[src/rtl/gpi_periph.sv]
// -----------------------------------------------------------------------------
// gpi_periph -- APB general-purpose input block with edge interrupts.
//
// Samples WIDTH asynchronous input pins through a two-flop synchronizer, keeps
// one extra history flop for edge detection, and latches enabled rising and
// falling edges into a sticky interrupt status register (ISR). Software reads
// the pins and the status and clears ISR bits through a small APB slave. Every
// transfer is stretched by exactly one wait state.
//
// Register map (PADDR[3:2], WIDTH bits each, zero-extended to 32 on read):
//   0x0 IDR      RO    synchronized pin values
//   0x4 RISE_EN  RW    per-pin rising-edge interrupt enable
//   0x8 FALL_EN  RW    per-pin falling-edge interrupt enable
//   0xC ISR      W1C   sticky edge status; a write of 1 clears that bit
//
// Ports:
//   PCLK     in   1      clock, all state changes on the rising edge
//   PRESET   in   1      asynchronous active-low reset
//   PADDR    in   32     APB address, only bits [3:2] decoded
//   PWDATA   in   32     APB write data, bits above WIDTH-1 ignored
//   PWRITE   in   1      1 = write, 0 = read
//   PENABLE  in   1      APB access-phase marker
//   PSEL     in   1      slave select
//   PRDATA   out  32     registered read data, valid while PREADY = 1
//   PREADY   out  1      registered transfer-complete, high for one cycle
//   inPort   in   WIDTH  asynchronous external pins
//   irq      out  1      level interrupt, OR of all ISR bits
// -----------------------------------------------------------------------------
module gpi_periph #(
  parameter int WIDTH = 8
) (
  input  logic             PCLK,
  input  logic             PRESET,
  input  logic [31:0]      PADDR,
  input  logic [31:0]      PWDATA,
  input  logic             PWRITE,
  input  logic             PENABLE,
  input  logic             PSEL,
  output logic [31:0]      PRDATA,
  output logic             PREADY,
  input  logic [WIDTH-1:0] inPort,
  output logic             irq
);

  // APB handshake: IDLE covers the setup phase, WAIT is the single wait
  // state, DONE is the cycle in which PREADY is presented.
  typedef enum logic [1:0] {
    ST_IDLE = 2'd0,
    ST_WAIT = 2'd1,
    ST_DONE = 2'd2
  } state_e;

  typedef enum logic [1:0] {
    REG_IDR  = 2'd0,
    REG_RISE = 2'd1,
    REG_FALL = 2'd2,
    REG_ISR  = 2'd3
  } reg_e;

  // ---------------------------------------------------------------------------
  // Declarations
  // ---------------------------------------------------------------------------
  state_e           state_q, state_d;
  logic             pready_q, pready_d;
  logic [31:0]      prdata_q, prdata_d;

  logic [WIDTH-1:0] s1_q, s1_d;
  logic [WIDTH-1:0] s2_q, s2_d;
  logic [WIDTH-1:0] s3_q, s3_d;
  logic [WIDTH-1:0] rise_en_q, rise_en_d;
  logic [WIDTH-1:0] fall_en_q, fall_en_d;
  logic [WIDTH-1:0] isr_q, isr_d;

  logic             commit;      // WAIT->DONE edge: the transfer takes effect
  logic             wr_commit;
  logic             rd_commit;
  reg_e             reg_sel;
  logic [WIDTH-1:0] wdata;
  logic [WIDTH-1:0] rise;
  logic [WIDTH-1:0] fall;
  logic [WIDTH-1:0] edge_set;
  logic [WIDTH-1:0] w1c_clr;
  logic [WIDTH-1:0] rd_word;

  // Address bits outside [3:2] and write-data bits above the register width
  // carry no meaning for this block; fold them into one sink signal.
  logic             unused_bus_bits;
  assign unused_bus_bits = ^{PADDR[31:4], PADDR[1:0], PWDATA};

  assign reg_sel = reg_e'(PADDR[3:2]);
  assign wdata   = PWDATA[WIDTH-1:0];

  // ---------------------------------------------------------------------------
  // APB handshake FSM: next state and commit strobe
  // ---------------------------------------------------------------------------
  // NOTE: every signal written in an always_comb gets a default at the top of
  // the block, so no path leaves it unassigned and no latch is inferred.
  always_comb begin
    state_d = state_q;
    commit  = 1'b0;
    unique case (state_q)
      ST_IDLE: begin
        // Setup phase (PSEL & ~PENABLE) is absorbed here; only the access
        // phase starts the wait state.
        if (PSEL && PENABLE) begin
          state_d = ST_WAIT;
        end
      end
      ST_WAIT: begin
        // A master that drops PSEL mid-transfer abandons it: no commit and
        // no PREADY pulse.
        if (!PSEL) begin
          state_d = ST_IDLE;
        end else begin
          state_d = ST_DONE;
          commit  = 1'b1;
        end
      end
      ST_DONE: begin
        state_d = ST_IDLE;
      end
      default: begin
        state_d = ST_IDLE;
      end
    endcase
  end

  assign wr_commit = commit &  PWRITE;
  assign rd_commit = commit & ~PWRITE;

  // PREADY is registered: it is high exactly while the FSM sits in DONE.
  assign pready_d = (state_d == ST_DONE);

  // ---------------------------------------------------------------------------
  // Pin synchronizer, edge detect and register next-state logic
  // ---------------------------------------------------------------------------
  always_comb begin
    s1_d = inPort;
    s2_d = s1_q;
    s3_d = s2_q;
  end

  // s2 is the synchronized pin value, s3 is that value one cycle earlier.
  // Right after reset release a pin already high shows s2=1, s3=0 for one
  // cycle; it only latches if RISE_EN was set in time.
  assign rise     =  s2_q & ~s3_q;
  assign fall     = ~s2_q &  s3_q;
  assign edge_set = (rise & rise_en_q) | (fall & fall_en_q);

  assign w1c_clr  = (wr_commit && (reg_sel == REG_ISR)) ? wdata : '0;

  always_comb begin
    rise_en_d = rise_en_q;
    fall_en_d = fall_en_q;
    if (wr_commit && (reg_sel == REG_RISE)) begin
      rise_en_d = wdata;
    end
    if (wr_commit && (reg_sel == REG_FALL)) begin
      fall_en_d = wdata;
    end
    // Clear first, then OR in new edges: an edge on the same cycle as a
    // software clear of that bit wins, so no event is ever lost.
    isr_d = (isr_q & ~w1c_clr) | edge_set;
  end

  // ---------------------------------------------------------------------------
  // Read path: PRDATA is captured only on a read commit and held otherwise
  // ---------------------------------------------------------------------------
  always_comb begin
    rd_word = '0;
    unique case (reg_sel)
      REG_IDR:  rd_word = s2_q;
      REG_RISE: rd_word = rise_en_q;
      REG_FALL: rd_word = fall_en_q;
      REG_ISR:  rd_word = isr_q;
      default:  rd_word = '0;
    endcase
  end

  always_comb begin
    prdata_d = prdata_q;
    if (rd_commit) begin
      // Upper bits stay zero; written this way so WIDTH = 32 needs no
      // zero-length replication.
      prdata_d              = '0;
      prdata_d[WIDTH-1:0]   = rd_word;
    end
  end

  // ---------------------------------------------------------------------------
  // State registers
  // ---------------------------------------------------------------------------
  // NOTE: sequential blocks use non-blocking assignments only, so every flop
  // samples the pre-edge value of every other flop regardless of block order.
  always_ff @(posedge PCLK or negedge PRESET) begin
    if (!PRESET) begin
      state_q  <= ST_IDLE;
      pready_q <= 1'b0;
      prdata_q <= '0;
    end else begin
      state_q  <= state_d;
      pready_q <= pready_d;
      prdata_q <= prdata_d;
    end
  end

  // NOTE: the synchronizer and the software-visible registers are all reset,
  // so a pin that is high at release is seen as a fresh 0->1 transition and
  // the block never exposes stale status after reset.
  always_ff @(posedge PCLK or negedge PRESET) begin
    if (!PRESET) begin
      s1_q      <= '0;
      s2_q      <= '0;
      s3_q      <= '0;
      rise_en_q <= '0;
      fall_en_q <= '0;
      isr_q     <= '0;
    end else begin
      s1_q      <= s1_d;
      s2_q      <= s2_d;
      s3_q      <= s3_d;
      rise_en_q <= rise_en_d;
      fall_en_q <= fall_en_d;
      isr_q     <= isr_d;
    end
  end

  // ---------------------------------------------------------------------------
  // Outputs
  // ---------------------------------------------------------------------------
  assign PRDATA = prdata_q;
  assign PREADY = pready_q;
  assign irq    = |isr_q;

endmodule

[config.mk]
export PLATFORM = sky130hd
export DESIGN_NAME = gpi_periph
export DESIGN_NICKNAME = d
export VERILOG_FILES = /design/src/rtl/gpi_periph.sv
export SDC_FILE = /design/constraint.sdc
export NUM_CORES = 1
export LEC_CHECK = 0
export ABC_AREA = 1
export BUFFER_PORTS_ARGS = -buffer_cell sky130_fd_sc_hd__buf_4
export CELL_PAD_IN_SITES_DETAIL_PLACEMENT = 1
export CELL_PAD_IN_SITES_GLOBAL_PLACEMENT = 1
export CORE_ASPECT_RATIO = 0.6
export CORE_MARGIN = 5
export CORE_UTILIZATION = 34
export DETAILED_ROUTE_END_ITERATION = 8
export GPL_TIMING_DRIVEN = 1
export PLACE_DENSITY = 0.9
export RECOVER_POWER = 50
export REMOVE_ABC_BUFFERS = 1
export SYNTH_ARGS = -nofsm -noshare
export SYNTH_HDL_FRONTEND = slang
export SYNTH_SLANG_ARGS = --single-unit
[constraint.sdc]
create_clock -name PCLK -period 1.35 [get_ports PCLK]
set_input_delay 0.405 -clock PCLK [delete_from_list [all_inputs] [get_ports PCLK]]
set_output_delay 0.405 -clock PCLK [all_outputs]
set_load 0.03 [all_outputs]
==> flow_results.org, run 1 <==
** Worst setup path
- The worst setup path is of the register to primary output kind.
- In this run the critical register-to-register path is launched from state_q[0]$_DFF_PN0_.
- The worst setup path is launched from a register.
- Crit path arrival time :: 1.42 ns
- Cells traversed along the worst timing path :: nor4_2 > buf_4 > nand2_4 > buf_6
- At the worst endpoint, the required time is 0.95 ns.
- Peak per-stage delay on the critical path :: 0.39 ns
- Critical-path top delay cell :: sky130_fd_sc_hd__dfrtp_1
- Number of buffer and inverter instances along the worst setup path :: 2
- In this design, the largest share of critical-path delay is due to flip-flops.
- Top fanout value on the critical path :: 2
- STA classifies the critical path endpoint as a primary output.
- In this run the worst setup path begins at isr_q[1]$_DFF_PN0_.

** Placement
- Placed standard-cell area :: 0.00305 mm²
- The wire-length estimate of the detail-placed layout is 5.07 mm.
- Routability-driven placement finished with a final weighted congestion of 0.826.
- Count of input and output buffers :: 32
- OpenSTA, run right after detailed placement, puts the worst setup slack at -0.199 ns.
- Cell total after placement :: 437

** STA
- The count of final hold-check violations is 0.
- Smallest setup slack after layout :: -0.477 ns
- Time the worst path needs with I/O delays and setup :: 1.83 ns
- At the pin with the least slew margin, the transition time is 0.650 ns.
- Timing would allow up to 0.547 GHz.
- Setup repair after global routing could not meet its margin everywhere.
- Hold_ws :: 0.201 ns
- For the final routed database, the setup TNS stands at -4.18 ns.
- Final setup violation count :: 33
- In the finished design, the share of the clock period the worst path needs comes to 1.35.
- The count of pins over their slew limit was 0.
- Max-Slew Margin vs Limit :: 0.567
- Worst-case clock skew :: 0.00620 ns

** Cells and area
- In the final design database the tool counted 422 nets.
- Once layout is done, the placed cells without fillers occupy 0.00334 mm².
- Of the cells placed in the final design, the portion with a size suffix greater than 1 is 0.257.
- From synthesis to final layout, the design area changed by 27.0%.
- Once layout is complete, the cells apart from fillers number 454.
- Number of inserted diodes :: 0

** Power
- Summed over all cells, the static leakage comes to 1.71 nW.
- In this run the power density over the cells is 1510 mW/mm².
- Peak supply drop :: 715 µV

** Floorplan
- Die height :: 78.1 µm
- In this run the horizontal extent of the chip is 124 µm.
- Floorplan Core Area :: 0.00739 mm²
- After floorplanning, the core was divided into 24 placement rows.
- For this configuration, the core starts out at a cell density of 0.356.
- 111 I/O pins were placed.
- Die area :: 0.00966 mm²

** Hold path
- Worst min path class :: input pin to register
- In this run the most critical hold path is launched from inPort[0].

** Synth
- For this run, the number of Yosys warnings is 0.
- Summing every instance area after synthesis gives 0.00263 mm².
- Number of synthesized register bits :: 59
- The share of the Yosys chip area taken by registers is 0.561.
- Yosys mapped the design onto 24 distinct sky130hd cell types.
- After technology mapping, the gate count stands at 286.
- Per-instance average area after synthesis :: 9.20 µm²

** Drt
- Dividing the detail-routed wire length by the instance count gives 15.6 µm.
- Once detail routing completed, the nets flagged for antenna violations numbered 0.
- Detailed-route vias per instance :: 4.55
- The first detailed-routing pass ran for 4 iterations.
- The detailed router placed 2,064 vias in this run.
- The first routing iteration left 100 violations.
- Wires add up to 7.08 mm.
- After detailed routing, the number of remaining DRC violations is 0.

** Global route
- GRT Total Usage :: 0.160
- Maximum number of pins on one net before global-route repair :: 27
- After global routing the overflow that remains totals 0.
- The via count of the first global-routing pass is 2,282.
- The number of antenna violations at the first check in global routing is 0.
- The first global-routing pass estimated 11.6 mm of wire.

** Clocking
- Number of setup buffers added after CTS :: 0
- After clock tree synthesis, the clock-pin slew on the worst setup and hold paths is 0.05 ns.
- CTS tree :: built
- The longest clock path from root to sink contains 2 buffers.
- In this run the clock root is driven by a sky130_fd_sc_hd__clkbuf_16.
- Clk Latency, worst-skew pair :: 0.33 ns
- Total clock buffers created by CTS :: 9
- Sink Count :: 59
- Clock H-tree levels :: 3

** Job
- Max-cap violations in this run came to 0.

** Run status
- Run status :: complete, but fails checks
- Violated checks :: negative setup slack
-- logic make-up after synthesis --
kind of cell           after synthesis  share of synthesized area
AOI/OAI and AO/OA                   29                     0.0689
buffers and inverters               54                      0.126
DFF                                 59                      0.561
other                                1                    0.00143
and+or+nand+nor                    143                      0.242
-- power breakdown --
group	switching, mW	internal, mW	total [mW]	leakage [nW]
registers	0.158	1.98	2.14	0.708
logic	0.521	0.302	0.823	0.869
clock network	0.751	1.33	2.08	0.137
-- flip-flops by register name, summed over array words and instances (netlist names) --
name       cells
state_q        2
rise_en_q      8
s2_q           8
PRDATA         8
fall_en_q      8
PREADY         1
s3_q           8
s1_q           8
isr_q          8
-- routing by layer --
layer  track usage  share of wire  vias to the layer above
li1              -              -                      981
met1         0.200           0.45                     1026
met2         0.248           0.48                       49
met3        0.0769          0.064                        8
met4        0.0431          0.012                        0
met5             0              0                        -
-- cell type report --
cell class              count  area, µm²
fillers                   877       4050
flip-flops and latches     59       1480
multi-input cells         196        918
repair buffers             57        457
clock buffers              14        264
well taps                 104        130
inverters                  22       85.1
clock inverters             2       10.0
-- path summary, 6_finish.rpt --
kind | slack (ns) | endpoint | depth (start not counted)
max | -0.48 | irq | 4
min | 0.20 | s1_q[0]$_DFF_PN0_ | 1
max reg2reg | -0.18 | PRDATA[7]$_DFFE_PN0P_ | 6
min reg2reg | 0.35 | s2_q[7]$_DFF_PN0_ | 0
max in group asynchronous | 0.12 | s1_q[4]$_DFF_PN0_ | 3
min in group asynchronous | 0.64 | s2_q[2]$_DFF_PN0_ | 2
-- repair_timing --
item / CTS / global route
endpoints found under the hold margin: 23 / 0
pin swaps: 1 / 1
resized for setup: 5 / 0
endpoints found under the setup margin: 1 / 1
hold buffers: 1 / 0
-- cells in the final DEF, fill, tap and decap left out, drive strengths merged --
master,n
clkinv,2
nor3,1
a21oi,1
dfrtp,59
dlygate4sd3,1
buf,47
nor4,2
nand3,17
o21ai,23
inv,22
conb,24
nor2,29
a31oi,5
nand4,8
nand2,86
clkbuf,23
-- stage by stage --
step	power, mW	utilization
final	5.05	0.452
after global routing	5.33	0.452
after CTS	5.14	0.454
after detailed placement	2.99	0.412
after global placement	2.93	0.412
after floorplan	2.59	-
-- cells in the mapped netlist --
cell,count,area [µm²]
sky130_fd_sc_hd__nand2_1,84,315
sky130_fd_sc_hd__dfrtp_1,59,1480
sky130_fd_sc_hd__buf_4,25,188
sky130_fd_sc_hd__nor2_1,24,90.1
sky130_fd_sc_hd__inv_1,19,71.3
sky130_fd_sc_hd__nand3_1,15,75.1
sky130_fd_sc_hd__nand4_1,8,50.1
sky130_fd_sc_hd__o21ai_1,8,40.0
sky130_fd_sc_hd__o21ai_2,8,70.1
sky130_fd_sc_hd__o21ai_0,7,35.0
sky130_fd_sc_hd__a31oi_1,5,31.3
sky130_fd_sc_hd__buf_6,4,45.0
sky130_fd_sc_hd__nor2_4,4,45.0
sky130_fd_sc_hd__buf_2,3,15.0
sky130_fd_sc_hd__inv_2,2,7.51
sky130_fd_sc_hd__nand3_2,2,20.0
sky130_fd_sc_hd__nor4_1,2,12.5
sky130_fd_sc_hd__a21oi_1,1,5.00
sky130_fd_sc_hd__conb_1,1,3.75
sky130_fd_sc_hd__inv_4,1,6.26
sky130_fd_sc_hd__nand2_2,1,6.26
sky130_fd_sc_hd__nand2_4,1,11.3
sky130_fd_sc_hd__nor2_2,1,6.26
sky130_fd_sc_hd__nor3_1,1,5.00
-- worst reg2reg max path, stage by stage (launching register included) --
cell	delay, ns
sky130_fd_sc_hd__dfrtp_1	0.35
sky130_fd_sc_hd__nand2_1	0.08
sky130_fd_sc_hd__nor2_1	0.42
sky130_fd_sc_hd__nand2_4	0.29
sky130_fd_sc_hd__nor2_1	0.17
sky130_fd_sc_hd__nand2_1	0.09
sky130_fd_sc_hd__nand2_1	0.06
Note: power is estimated with default switching activity, not from simulation.
==> inputs of run 2 (changes only) <==
Settings changed: SLEW_MARGIN set to 20, TNS_END_PERCENT set to 5.
Clock period 1.35 ns to 2 ns, I/O delays scaled along.
==> run 2 against run 1 <==
Net effect: the run now ends clean; utilization down 2.0 points; clock power down 32%; global-route usage down 0.73 points; count of clock-buffer cells in the layout down 1; sequential power down 32%; via count down 5.1%; largest power group unchanged.
==> flow_results.org, run 2 (synthesis gave the netlist of run 1 again) <==
** Power
- Leakage power total :: 1.62 nW (-5.5%)
- Total power density per cell area :: 1060 mW/mm² (-30%)
- The maximum vdd ir drop came to 373 µV (-48%).

** Clocking
- Total clock buffers created by CTS :: 9 (unchanged)
- The number of buffers on the longest clock path was 2 (unchanged).
- CTS placed an instance of sky130_fd_sc_hd__clkbuf_16 at the clock tree root.
- The total number of H-tree levels was 3 (unchanged).
- Number of setup buffers added after CTS :: 0 (unchanged)
- The insertion delay of the later-clocked pin in the worst-skew pair was 0.33 ns (about the same).
- Clock slew at reported path FFs :: 0.05 ns (about the same)
- CTS tree :: built
- The total number of clock tree sinks was 59 (unchanged).
- The cts-stage hold buffer count was 0 (-1).

** Global route
- Number of antenna violations at the first check in global routing :: 0 (unchanged)
- The first-pass GRT wire length came to 10.9 mm (-6.1%).
- Grt ovf :: 0 (unchanged)
- The global-route usage over all layers is 0.153 (-0.00726).
- Vias in the first global route :: 2,101 (-7.9%)
- Maximum number of pins on one net before global-route repair :: 60 (+120%)

** STA
- The clock period could shrink to 1.97 ns.
- The normalized max-slew margin is 0.132 (-0.435).
- The count of final setup violators came to 0 (-100%).
- Crit share post-route :: 0.986
- Timing would allow up to 0.507 GHz.
- Pin slew with the least headroom to its limit :: 1.30 ns (+0.652 ns)
- Setup repair after global routing could not meet its margin everywhere.
- Worst-case clock skew :: 0.00774 ns (+0.00154 ns)
- Endpoints failing hold :: 0 (unchanged)
- Total count of max-transition violations in the final report :: 0 (unchanged)
- The hold slack is 0.345 ns (+0.144 ns).
- Smallest setup slack after layout :: 0.0279 ns (+0.505 ns)
- Sum of negative setup slack :: 0 ns (+4.18 ns)

** Placement
- The HPWL after detailed placement came to 4.66 mm (-8.1%).
- Worst setup slack before clock tree synthesis :: 0.240 ns (+0.439 ns)
- The total of buffers placed on input and output ports was 32 (unchanged).
- The global placer's final weighted congestion is 0.819 (-0.86%).

** Floorplan
- Die area :: 0.00966 mm² (unchanged)
- The core region area is 0.00739 mm² (unchanged).
- Die extent in x :: 124 µm (unchanged)
- The number of core rows came to 24 (unchanged).
- The die height came to 78.1 µm (unchanged).
- The top-level I/O count came to 111 (unchanged).
- Initial core utilization :: 0.356 (unchanged)

** Drt
- Number of search-and-repair iterations in the first detailed-routing pass :: 4 (unchanged)
- Detailed-route vias per instance :: 4.50 (-0.94%)
- The total wirelength of the detailed-routed design came to 6.56 mm (-7.3%).
- The post-route DRC violation count came to 0 (unchanged).
- The initial detailed-routing violation count is 100 (unchanged).
- Antenna Nets Post-Route :: 0 (unchanged)
- Avg WL per Cell :: 15.1 µm (-3.2%)
- Via count :: 1,959 (-5.1%)

** Worst setup path
- STA classifies the critical path startpoint as a register.
- The critical path is of the register to primary output type.
- The worst endpoint data arrival time was 1.37 ns (-0.05 ns).
- The required time reported for the critical path endpoint came to 1.40 ns (+0.45 ns).
- Critical Path Sink Type :: primary output
- The largest fanout of any net on the critical path came to 3 (+1).

** Cells and area
- Seq. cell area :: 0.00148 mm² (+0.17%)
- Number of inserted diodes :: 0 (unchanged)
- The fraction of final layout cells sized beyond drive strength 1 is 0.230 (-0.0275).
- The post-route core utilization is 0.432 (-0.0202).
- Growth of design area from synthesis to finish :: 21.3%
- Leading cell types in the layout, fill and taps excluded :: sky130_fd_sc_hd__nand2_1, sky130_fd_sc_hd__dfrtp_1, sky130_fd_sc_hd__buf_4
- Most common library cell in the layout ignoring fill and taps :: sky130_fd_sc_hd__nand2_1
- Number of nets in the finished design :: 404 (-4.3%)
- Number of fill cells :: 891 (+1.6%)
- Multi-input logic area :: 923 µm² (+0.54%)

** Run status
- Run status :: finished, final reports clean

** Hold path
- The min-delay analysis places its worst path in the category register to register.

** Job
- The max capacitance violation total came to 0 (unchanged).
run 2: cell types whose count changed in the layout (fill, tap and decap cells not counted), sizes merged:
cell and delta:
clkbuf -1, dlygate4sd3 -1, buf -17
run 2: routing by layer:
metal,vias up,part of all wire,global-route usage
li1,945,-,-
met1,964,0.46,0.201
met2,41,0.47,0.225
met3,9,0.063,0.0711
met4,0,0.013,0.0464
met5,-,0,0
run 2: worst paths after layout:
| path | from | to | slack, ns | cells after the start |
|---|---|---|---|---|
| worst max-delay path | isr_q[7]$_DFF_PN0_ | irq | 0.03 | 3 |
| worst min register to register | s1_q[2]$_DFF_PN0_ | s2_q[2]$_DFF_PN0_ | 0.35 | 0 |
| worst min-delay path | s1_q[2]$_DFF_PN0_ | s2_q[2]$_DFF_PN0_ | 0.35 | 0 |
| worst max register to register | state_q[1]$_DFF_PN0_ | fall_en_q[4]$_DFFE_PN0P_ | 0.57 | 4 |
| min in group asynchronous | PRESET | s1_q[4]$_DFF_PN0_ | 0.68 | 2 |
| max in group asynchronous | PRESET | isr_q[7]$_DFF_PN0_ | 0.44 | 2 |
run 2: repair_timing:
action / 4_1_cts / 5_1_grt
endpoints found under the setup margin: 1 / 1
resized for setup: 2 / 3
pin swaps: 0 / 1
run 2: layout make-up:
type                            instances  share of cell area
Inverter                               22              0.0267
Sequential cell                        59               0.463
Multi-Input combinational cell        196               0.289
Timing Repair Buffer                   39              0.0921
Clock buffer                           13              0.0847
Tap cell                              104              0.0408
Clock inverter                          2             0.00314
run 2: worst max-delay path, stage by stage (launching register included):
cell and delay (ns):
sky130_fd_sc_hd__dfrtp_2 0.43, sky130_fd_sc_hd__nor4_4 0.32, sky130_fd_sc_hd__nand2_1 0.14, sky130_fd_sc_hd__buf_6 0.16
run 2: report_power, final:
part           total, mW  switching, mW  internal, mW
clock network       1.42          0.494         0.925
logic              0.510          0.338         0.172
registers           1.45          0.109          1.34
run 2: stage by stage:
| stage | std cells | instance area, µm² | power [mW] |
|---|---|---|---|
| floorplan | 277 | 2470 | 1.75 |
| global placement | 420 | 2910 | 1.95 |
| detailed placement | 420 | 2910 | 1.98 |
| CTS | 435 | 3200 | 3.44 |
| global route | 435 | 3190 | 3.58 |
| finish | 435 | 3190 | 3.38 |
